<file path="src/rtl/vadd_float_pkg.sv">
// Float field widths and helpers shared by the vadd float stages.
package vadd_float_pkg;
  localparam int FLOAT_W = 32;
  localparam int EXP_W   = 8;
  localparam int MAN_W   = 23;

  // Quiet or signalling NaN: all-ones exponent with a non-zero mantissa.
  function automatic logic is_nan(input logic [FLOAT_W-1:0] f);
    return (f[FLOAT_W-2 -: EXP_W] == {EXP_W{1'b1}}) && (f[MAN_W-1:0] != '0);
  endfunction
endpackage

</file>
<file path="src/rtl/vadd_axis_out_reg.sv">
// One-deep AXI4-Stream holding register; loads one cycle after a close, reloads on drain+load.
// Ready to the producer is combinational: empty or draining this cycle.
module vadd_axis_out_reg
  import vadd_float_pkg::*;
#(
  parameter int DATA_W = 512,
  parameter int KEEP_W = DATA_W / 8
) (
  input  logic              ap_aclk,
  input  logic              ap_aresetn,
  input  logic              load,
  input  logic [DATA_W-1:0] load_tdata,
  input  logic [KEEP_W-1:0] load_tkeep,
  input  logic              load_tlast,
  output logic              load_rdy,
  output logic              m_axis_tvalid,
  input  logic              m_axis_tready,
  output logic [DATA_W-1:0] m_axis_tdata,
  output logic [KEEP_W-1:0] m_axis_tkeep,
  output logic              m_axis_tlast
);

  assign load_rdy = ~m_axis_tvalid | m_axis_tready;

  // A load is only issued while load_rdy is high, so a stalled word never changes.
  always_ff @(posedge ap_aclk or negedge ap_aresetn) begin
    if (!ap_aresetn) begin
      m_axis_tvalid <= 1'b0;
      m_axis_tdata  <= '0;
      m_axis_tkeep  <= '0;
      m_axis_tlast  <= 1'b0;
    end else if (load) begin
      m_axis_tvalid <= 1'b1;
      m_axis_tdata  <= load_tdata;
      m_axis_tkeep  <= load_tkeep;
      m_axis_tlast  <= load_tlast;
    end else if (m_axis_tready) begin
      m_axis_tvalid <= 1'b0;
    end
  end

endmodule

</file>
<file path="src/rtl/vadd_float_result_packer.sv">
// Packs 32-bit float results into wide words (lane 0 earliest); closes on full word or tlast, 1-cycle latency.
// Input stalls while the output word is held; VADD_PACK_NAN_EN adds a sticky registered nan_seen flag.
module vadd_float_result_packer
  import vadd_float_pkg::*;
#(
  parameter int C_S_AXIS_TDATA_WIDTH = 32,
  parameter int C_M_AXIS_TDATA_WIDTH = 512,
  localparam int LP_LANES   = C_M_AXIS_TDATA_WIDTH / 32,
  localparam int LP_LANE_W  = $clog2(LP_LANES)
) (
  input  logic                              ap_aclk,
  input  logic                              ap_aresetn,
  input  logic                              s_axis_c_tvalid,
  output logic                              s_axis_c_tready,
  input  logic [C_S_AXIS_TDATA_WIDTH-1:0]   s_axis_c_tdata,
  input  logic [3:0]                        s_axis_c_tkeep,
  input  logic                              s_axis_c_tlast,
  output logic                              m_axis_tvalid,
  input  logic                              m_axis_tready,
  output logic [C_M_AXIS_TDATA_WIDTH-1:0]   m_axis_tdata,
  output logic [C_M_AXIS_TDATA_WIDTH/8-1:0] m_axis_tkeep,
  output logic                              m_axis_tlast
`ifdef VADD_PACK_NAN_EN
  ,
  output logic                              nan_seen
`endif
);

  if (C_S_AXIS_TDATA_WIDTH != FLOAT_W) begin : g_bad_s_width
    $error("C_S_AXIS_TDATA_WIDTH must be 32");
  end
  if ((C_M_AXIS_TDATA_WIDTH < 64) || (C_M_AXIS_TDATA_WIDTH % 32 != 0) ||
      ((LP_LANES & (LP_LANES - 1)) != 0)) begin : g_bad_m_width
    $error("C_M_AXIS_TDATA_WIDTH must be a power-of-two multiple of 32, at least 64");
  end

  logic                              rdy;
  logic                              accept;
  logic                              close;
  logic [LP_LANE_W-1:0]              lane;
  logic [C_M_AXIS_TDATA_WIDTH-1:0]   asm_dat;
  logic [LP_LANES-1:0]               asm_mask;
  logic [C_M_AXIS_TDATA_WIDTH-1:0]   word_dat;
  logic [LP_LANES-1:0]               word_mask;
  logic [C_M_AXIS_TDATA_WIDTH/8-1:0] word_keep;
  logic                              unused_tkeep;

  // Every input beat is a whole float, so its byte enables carry no information.
  assign unused_tkeep = &{1'b0, s_axis_c_tkeep};

  assign s_axis_c_tready = rdy;
  assign accept          = s_axis_c_tvalid & rdy;
  assign close           = accept & ((lane == LP_LANE_W'(LP_LANES - 1)) | s_axis_c_tlast);

  // Word as it would look with the current beat merged in.
  always_comb begin
    word_dat  = asm_dat;
    word_mask = asm_mask;
    word_keep = '0;
    word_dat[{lane, 5'd0} +: 32] = s_axis_c_tdata;
    word_mask[lane]              = 1'b1;
    for (int i = 0; i < LP_LANES; i++) begin
      word_keep[4*i +: 4] = {4{word_mask[i]}};
    end
  end

  always_ff @(posedge ap_aclk or negedge ap_aresetn) begin
    if (!ap_aresetn) begin
      asm_dat  <= '0;
      asm_mask <= '0;
      lane     <= '0;
    end else if (accept) begin
      if (close) begin
        asm_dat  <= '0;
        asm_mask <= '0;
        lane     <= '0;
      end else begin
        asm_dat  <= word_dat;
        asm_mask <= word_mask;
        lane     <= lane + 1'b1;
      end
    end
  end

  vadd_axis_out_reg #(
    .DATA_W (C_M_AXIS_TDATA_WIDTH),
    .KEEP_W (C_M_AXIS_TDATA_WIDTH / 8)
  ) u_out_reg (
    .ap_aclk       (ap_aclk),
    .ap_aresetn    (ap_aresetn),
    .load          (close),
    .load_tdata    (word_dat),
    .load_tkeep    (word_keep),
    .load_tlast    (s_axis_c_tlast),
    .load_rdy      (rdy),
    .m_axis_tvalid (m_axis_tvalid),
    .m_axis_tready (m_axis_tready),
    .m_axis_tdata  (m_axis_tdata),
    .m_axis_tkeep  (m_axis_tkeep),
    .m_axis_tlast  (m_axis_tlast)
  );

`ifdef VADD_PACK_NAN_EN
  always_ff @(posedge ap_aclk or negedge ap_aresetn) begin
    if (!ap_aresetn) begin
      nan_seen <= 1'b0;
    end else if (accept && is_nan(s_axis_c_tdata)) begin
      nan_seen <= 1'b1;
    end
  end
`endif

endmodule

</file>
<file path="config.mk">
export PLATFORM = sky130hd
export DESIGN_NAME = vadd_float_result_packer
export DESIGN_NICKNAME = d
export VERILOG_FILES = /design/src/rtl/vadd_float_pkg.sv /design/src/rtl/vadd_axis_out_reg.sv /design/src/rtl/vadd_float_result_packer.sv
export SDC_FILE = /design/constraint.sdc
export NUM_CORES = 2
export LEC_CHECK = 0
export BUFFER_PORTS_ARGS = -buffer_cell sky130_fd_sc_hd__buf_2
export CAP_MARGIN = 20
export CORE_ASPECT_RATIO = 1.25
export CORE_MARGIN = 2
export CORE_UTILIZATION = 45
export DETAILED_ROUTE_END_ITERATION = 12
export MAX_ROUTING_LAYER = met4
export PLACE_DENSITY = 0.63
export REMOVE_ABC_BUFFERS = 1
export SLEW_MARGIN = 15
export SYNTH_ARGS = -nofsm -noshare
export SYNTH_HDL_FRONTEND = slang
export SYNTH_SLANG_ARGS = --single-unit
</file>
<file path="constraint.sdc">
create_clock -name ap_aclk -period 3.16 [get_ports ap_aclk]
set_clock_uncertainty 0.05 [all_clocks]
set_input_delay 0.474 -clock ap_aclk [delete_from_list [all_inputs] [get_ports ap_aclk]]
set_output_delay 0.474 -clock ap_aclk [all_outputs]
set_load 0.005 [all_outputs]
</file>
# Yosys cells after proc, flatten, opt, wreduce, memory -nomap -nowiden
# Cells that the tools add are included.
[classes]
mux = 8
shift = 2
eq_ne = 1
magnitude_cmp = 2
n_addsub = 2
n_reduce_logical = 2
n_bitwise = 6
[ops]
columns = ["operator", "n"]
rows = [
  ["bitwise mux 512 bit", 1],
  ["2-to-1 mux 512 bit", 1],
  ["variable shift 32 x 11 -> 512 bit, first input constant", 1],
  ["indexed part select 32 x 11 -> 512 bit", 1],
  ["2-to-1 mux 16 bit", 1],
  ["OR 16 bit", 1],
  ["negation 9 -> 11 bit", 1],
  ["< comparator 4 x 5 -> 1 bit, second input constant", 1],
  ["adder 4 x 1 -> 4 bit, second input constant", 1],
  ["demux 1 bit (select 4 bit)", 1],
  ["== test 4 bit, second input constant", 1],
  ["greater-or-equal comparator 4 x 1 -> 1 bit, second input constant", 1],
  ["2-to-1 mux 4 bit", 1],
  ["2-to-1 mux 1 bit", 3],
  ["AND 1 bit", 2],
  ["OR 1 bit", 2],
  ["nonzero test 2 bit", 1],
  ["logical AND 1 bit", 1],
  ["inverter 1 bit", 1],
]
[totals]
output_inout_bits = 579
inputBits = 41
regBits = 1107
elab_cells = 30

# Depth between registers and ports, before layout
[logic_depth]
word_depth = 6
depth_mapped = 12
ltp_nobuf = 7

# Hierarchy
# From an unflattened synthesis, not the netlist that was laid out.
[unflattened]
cells_unflattened = 3653
hier_area_um2 = 49596.3
[by_module_without_submodules]
columns = ["mod", "cells_each", "area_per_inst_um2", "n_inst"]
rows = [
  ["vadd_float_result_packer", 2432, 26013.7, 1],
  ["vadd_axis_out_reg", 1221, 23582.6, 1],
]

# Least setup slack after synthesis
# No wires, ideal clock.
[synth_timing]
path_type = "register -> register"
start = "reg lane[0]"
end = "reg asm_dat[100]"
path_stages_with_launch = 10
setup_time_ns = 0.121
n_path_buf = 3
period_less_slack_ns = 2.688
path_slack_ns = 0.472
t_arrival_ns = 2.517
path_cell_list = "dfrtp_1 -> buf_2 -> inv_1 -> ha_1 -> buf_2 -> nor3_1 -> a32oi_1 -> a21o_1 -> clkbuf_1 -> a22o_1"
[synth_between]
elab_chain_len = 4
[synth_lines]
columns = ["element", "line", "rtl"]
rows = [
  ["start: declaration", "vadd_float_result_packer.sv:40", "logic [LP_LANE_W-1:0] lane;"],
  ["start signal: assignment", "vadd_float_result_packer.sv:80", "lane <= lane + 1'b1;"],
  ["negation 9 -> 11 bit / == test 4 bit (equally long branches)", "vadd_float_result_packer.sv:60, vadd_float_result_packer.sv:53", ""],
  ["indexed part select 32 x 11 -> 512 bit, or another cell as far along", "vadd_float_result_packer.sv:60", "word_dat[{lane, 5'd0} +: 32] = s_axis_c_tdata;"],
  ["bitwise mux 512 bit / AND 1 bit (equally long branches)", "vadd_float_result_packer.sv:60, vadd_float_result_packer.sv:53", ""],
  ["2-to-1 mux 512 bit (*)", "vadd_float_result_packer.sv:73", "if (close) begin"],
  ["end signal: assignment", "vadd_float_result_packer.sv:78", "asm_dat <= word_dat;"],
  ["end: declaration", "vadd_float_result_packer.sv:41", "logic [C_M_AXIS_TDATA_WIDTH-1:0] asm_dat;"],
]
# Every way passes the cells marked *; elsewhere a longest branch is shown, timed or not.
# A chain may end at the register's enable or synchronous reset.

# Final worst setup path
[layout_timing]
start = "reg lane[0]"
end = "reg asm_dat[64]"
# Same word-level chain as after synthesis.

==> flow_metrics.tcl <==
set metrics [dict create \
    outcome "completed" \
    core_region_area_sq_um 97700 \
    ys_ff_latch 1062 \
    rows 128 \
    seq_area_frac_synth 0.598 \
    worst_pin_slew_ns 1.07 \
    grt-ovfl-total 0 \
    clkLatencyLatePin_ns 0.68 \
    max-vdd-ir-drop_mv 0.378 \
    io_buffers 615 \
    place.gp.congestion 0.836 \
    grt_max_degree 143 \
    crit_fanout 32 \
    cts_root_buffer "clkbuf_16" \
    ys.flop_type "dfrtp_1" \
    htreeDepth 3 \
    period_share 0.933 \
    avgSynthCellArea_sq_um 10.8 \
    hold_violations 0 \
    slowest_stage "or4b_4" \
    power.share.sequential 0.466 \
    hold_ws_ns 0.101 \
    drc_errors 0 \
    drt_first_pass_iters 5 \
    crit_required_ns 3.63 \
    via_count 34300 \
    cp-start-kind "flip-flop" \
    antenna_left 0 \
    worstSetupPathType "flip-flop to flip-flop" \
    max_slew_margin 0.287 \
    internal_power_mw 22.7 \
    routed_via_density 5.73 \
    grt_pass1_vias 33900 \
    die_h_um 355 \
    grt_usage 0.307 \
    clock_path_buffers 3 \
    clkSinkCount 1062 \
    grt_pass1_wl_um 226000 \
    ctsResizeCount 0 \
    max_stage_delay_ns 0.56 \
    yosysWarnings 0 \
    drt-initial-drc-count 3183 \
    power_frac_clock 0.411 \
    path_clk_slew_ns 0.07 \
    holdCritPathClass "input pin to flip-flop" \
    period_minus_slack_ns 2.95 \
    layout.nets 4643 \
    synth_edf_count 0 \
    netlist_area_sq_um 44400 \
    maxCapViolations 0 \
    die_w_um 285 \
    worstSetupEndpointType "flip-flop" \
    cts_tree "built" \
    finalPower_mw 31.4 \
    fmax_mhz 339 \
    path_cells "inv_1 -> ha_1 -> or4b_4 -> a311oi_4 -> buf_12 -> o21ai_4 -> buf_4 -> nand2_1 -> o21ai_0" \
    cts_buffers 104 \
    ios 620 \
    initial_core_util 0.455 \
    wl_per_cell_um 25.4 \
    antenna_found_initial 2 \
    die_area_sq_um 101000 \
    pwr_density_cell_nw_per_um2 593 \
    async_flop_share 1.00 \
    switching_share 0.277 \
    layout_common_cells "dfrtp_1 (1061), nand2_1 (861), buf_2 (614)" \
    synthToLayoutAreaGrowth_pct 19.4 \
    leakagePower_nw 25.5 \
    final_common_cell "dfrtp_1" \
    hpwl_um 97100 \
    syn_inst 4109 \
    wl_um 152000 \
    synth_cell_type_count 49 \
    crit_arrival_ns 3.42 \
    grt_setup_unrepaired "false" \
    drive_gt1_frac 0.214 \
    power.switching_mw 8.71 \
    setup_violations 0 \
    slew_viol_final 0 \
    comb_power_share 0.123 \
]
Yosys cell counts, drive strengths merged (2+ instances only):
master / instances / area share
and3: 68 / 0.0096
o2bb2ai: 208 / 0.041
or2: 3 / 0.00042
nor2b: 3 / 0.00042
a31oi: 81 / 0.012
nor3: 4 / 0.00056
nand3b: 4 / 0.00068
inv: 4 / 0.00034
and2: 7 / 0.00099
nand2b: 3 / 0.00042
nand2: 866 / 0.073
a32oi: 3 / 0.00059
ha: 6 / 0.0017
nor3b: 2 / 0.00034
o21a: 2 / 0.00034
or4b: 2 / 0.00054
mux2i: 448 / 0.10
clkbuf: 218 / 0.018
a21oi: 18 / 0.0021
dfrtp: 1062 / 0.60
o21ai: 646 / 0.073
a21o: 3 / 0.00051
buf: 191 / 0.024
a22o: 145 / 0.029
nor2: 93 / 0.0080
nand3: 7 / 0.00079
registers in the layout (all words and copies together) (netlist names):
| signal | flops |
|---|---|
| asm_dat | 512 |
| u_out_reg.m_axis_tlast | 1 |
| u_out_reg.m_axis_tvalid | 1 |
| u_out_reg.m_axis_tdata | 512 |
| u_out_reg.m_axis_tkeep | 16 |
| lane | 4 |
| asm_mask | 16 |
timing repair:
item / 4_1_cts / 5_1_grt
hold buffers: 1 / 0
hold endpoints to repair: 31 / 0
setup buffers: 0 / 0
setup endpoints to repair: 0 / 0
logic make-up after synthesis:
kind of cell | count (synthesis) | share of synthesized area
AOI/OAI and AO/OA | 1115 | 0.160
adders and majority gates | 6 | 0.00169
muxes | 448 | 0.101
and+or+nand+nor | 1064 | 0.0963
DFF | 1062 | 0.598
buffers and inverters | 414 | 0.0431
worst paths after layout:
kind	startpoint	end	slack, ns	cells after the start
min	s_axis_c_tlast	lane[2]	0.10	2
max reg2reg	lane[0]	asm_dat[64]	0.21	9
max	lane[0]	asm_dat[64]	0.21	9
max in group asynchronous	ap_aresetn	u_out_reg.m_axis_tdata[482]	1.67	4
min reg2reg	u_out_reg.m_axis_tdata[421]	u_out_reg.m_axis_tdata[421]	0.42	2
min in group asynchronous	ap_aresetn	asm_dat[385]	0.34	2
per-stage QoR:
step            util   TNS, ns  cells  instance area [sq um]  setup WS, ns
2_1_floorplan      -  -4762.45   3700                  42500         -7.23
3_3_place_gp   0.506         0   5788                  49500         0.239
3_5_place_dp   0.507         0   5789                  49500         0.207
4_1_cts        0.543         0   5981                  53000         0.196
5_1_grt        0.543         0   5982                  53000        0.0259
6_report       0.543         0   5983                  53000         0.213
final cells by class:
class / instances / area [sq um]
Clock inverter: 41 / 473
Sequential cell: 1062 / 26600
Clock buffer: 150 / 3040
Tap cell: 1300 / 1630
Antenna cell: 2 / 5.00
Timing Repair Buffer: 790 / 5020
Inverter: 5 / 18.8
Multi-Input combinational cell: 2633 / 16300
Fill cell: 8725 / 44700
power by group through the flow:
stage | combinational (mW) | clock [mW] | sequential [mW]
floorplan | 1.57 | 0 | 14.8
global placement | 3.81 | 0 | 14.9
detailed placement | 3.88 | 0 | 14.9
CTS | 3.88 | 13.1 | 14.6
global route | 4.19 | 13.6 | 14.7
finish | 3.88 | 12.9 | 14.6
metal layers:
metal / up-vias / wire length, um / track usage / part of all wire
met5: - / 0 / - / 0
met4: 0 / 6430 / 0.121 / 0.042
met3: 271 / 10100 / 0.0497 / 0.066
met2: 1397 / 70800 / 0.473 / 0.47
met1: 17300 / 64700 / 0.409 / 0.43
li1: 15300 / - / - / -
worst max-delay path: cells and delay by family, from the launching register on:
family	cells	cell delay, ns
and+or+nand+nor	2	0.69
buffers and inverters	3	0.73
AOI/OAI and AO/OA	3	0.50
DFF	1	0.47
adders and majority gates	1	0.32
No activity file was read; power rests on OpenSTA's default activity.
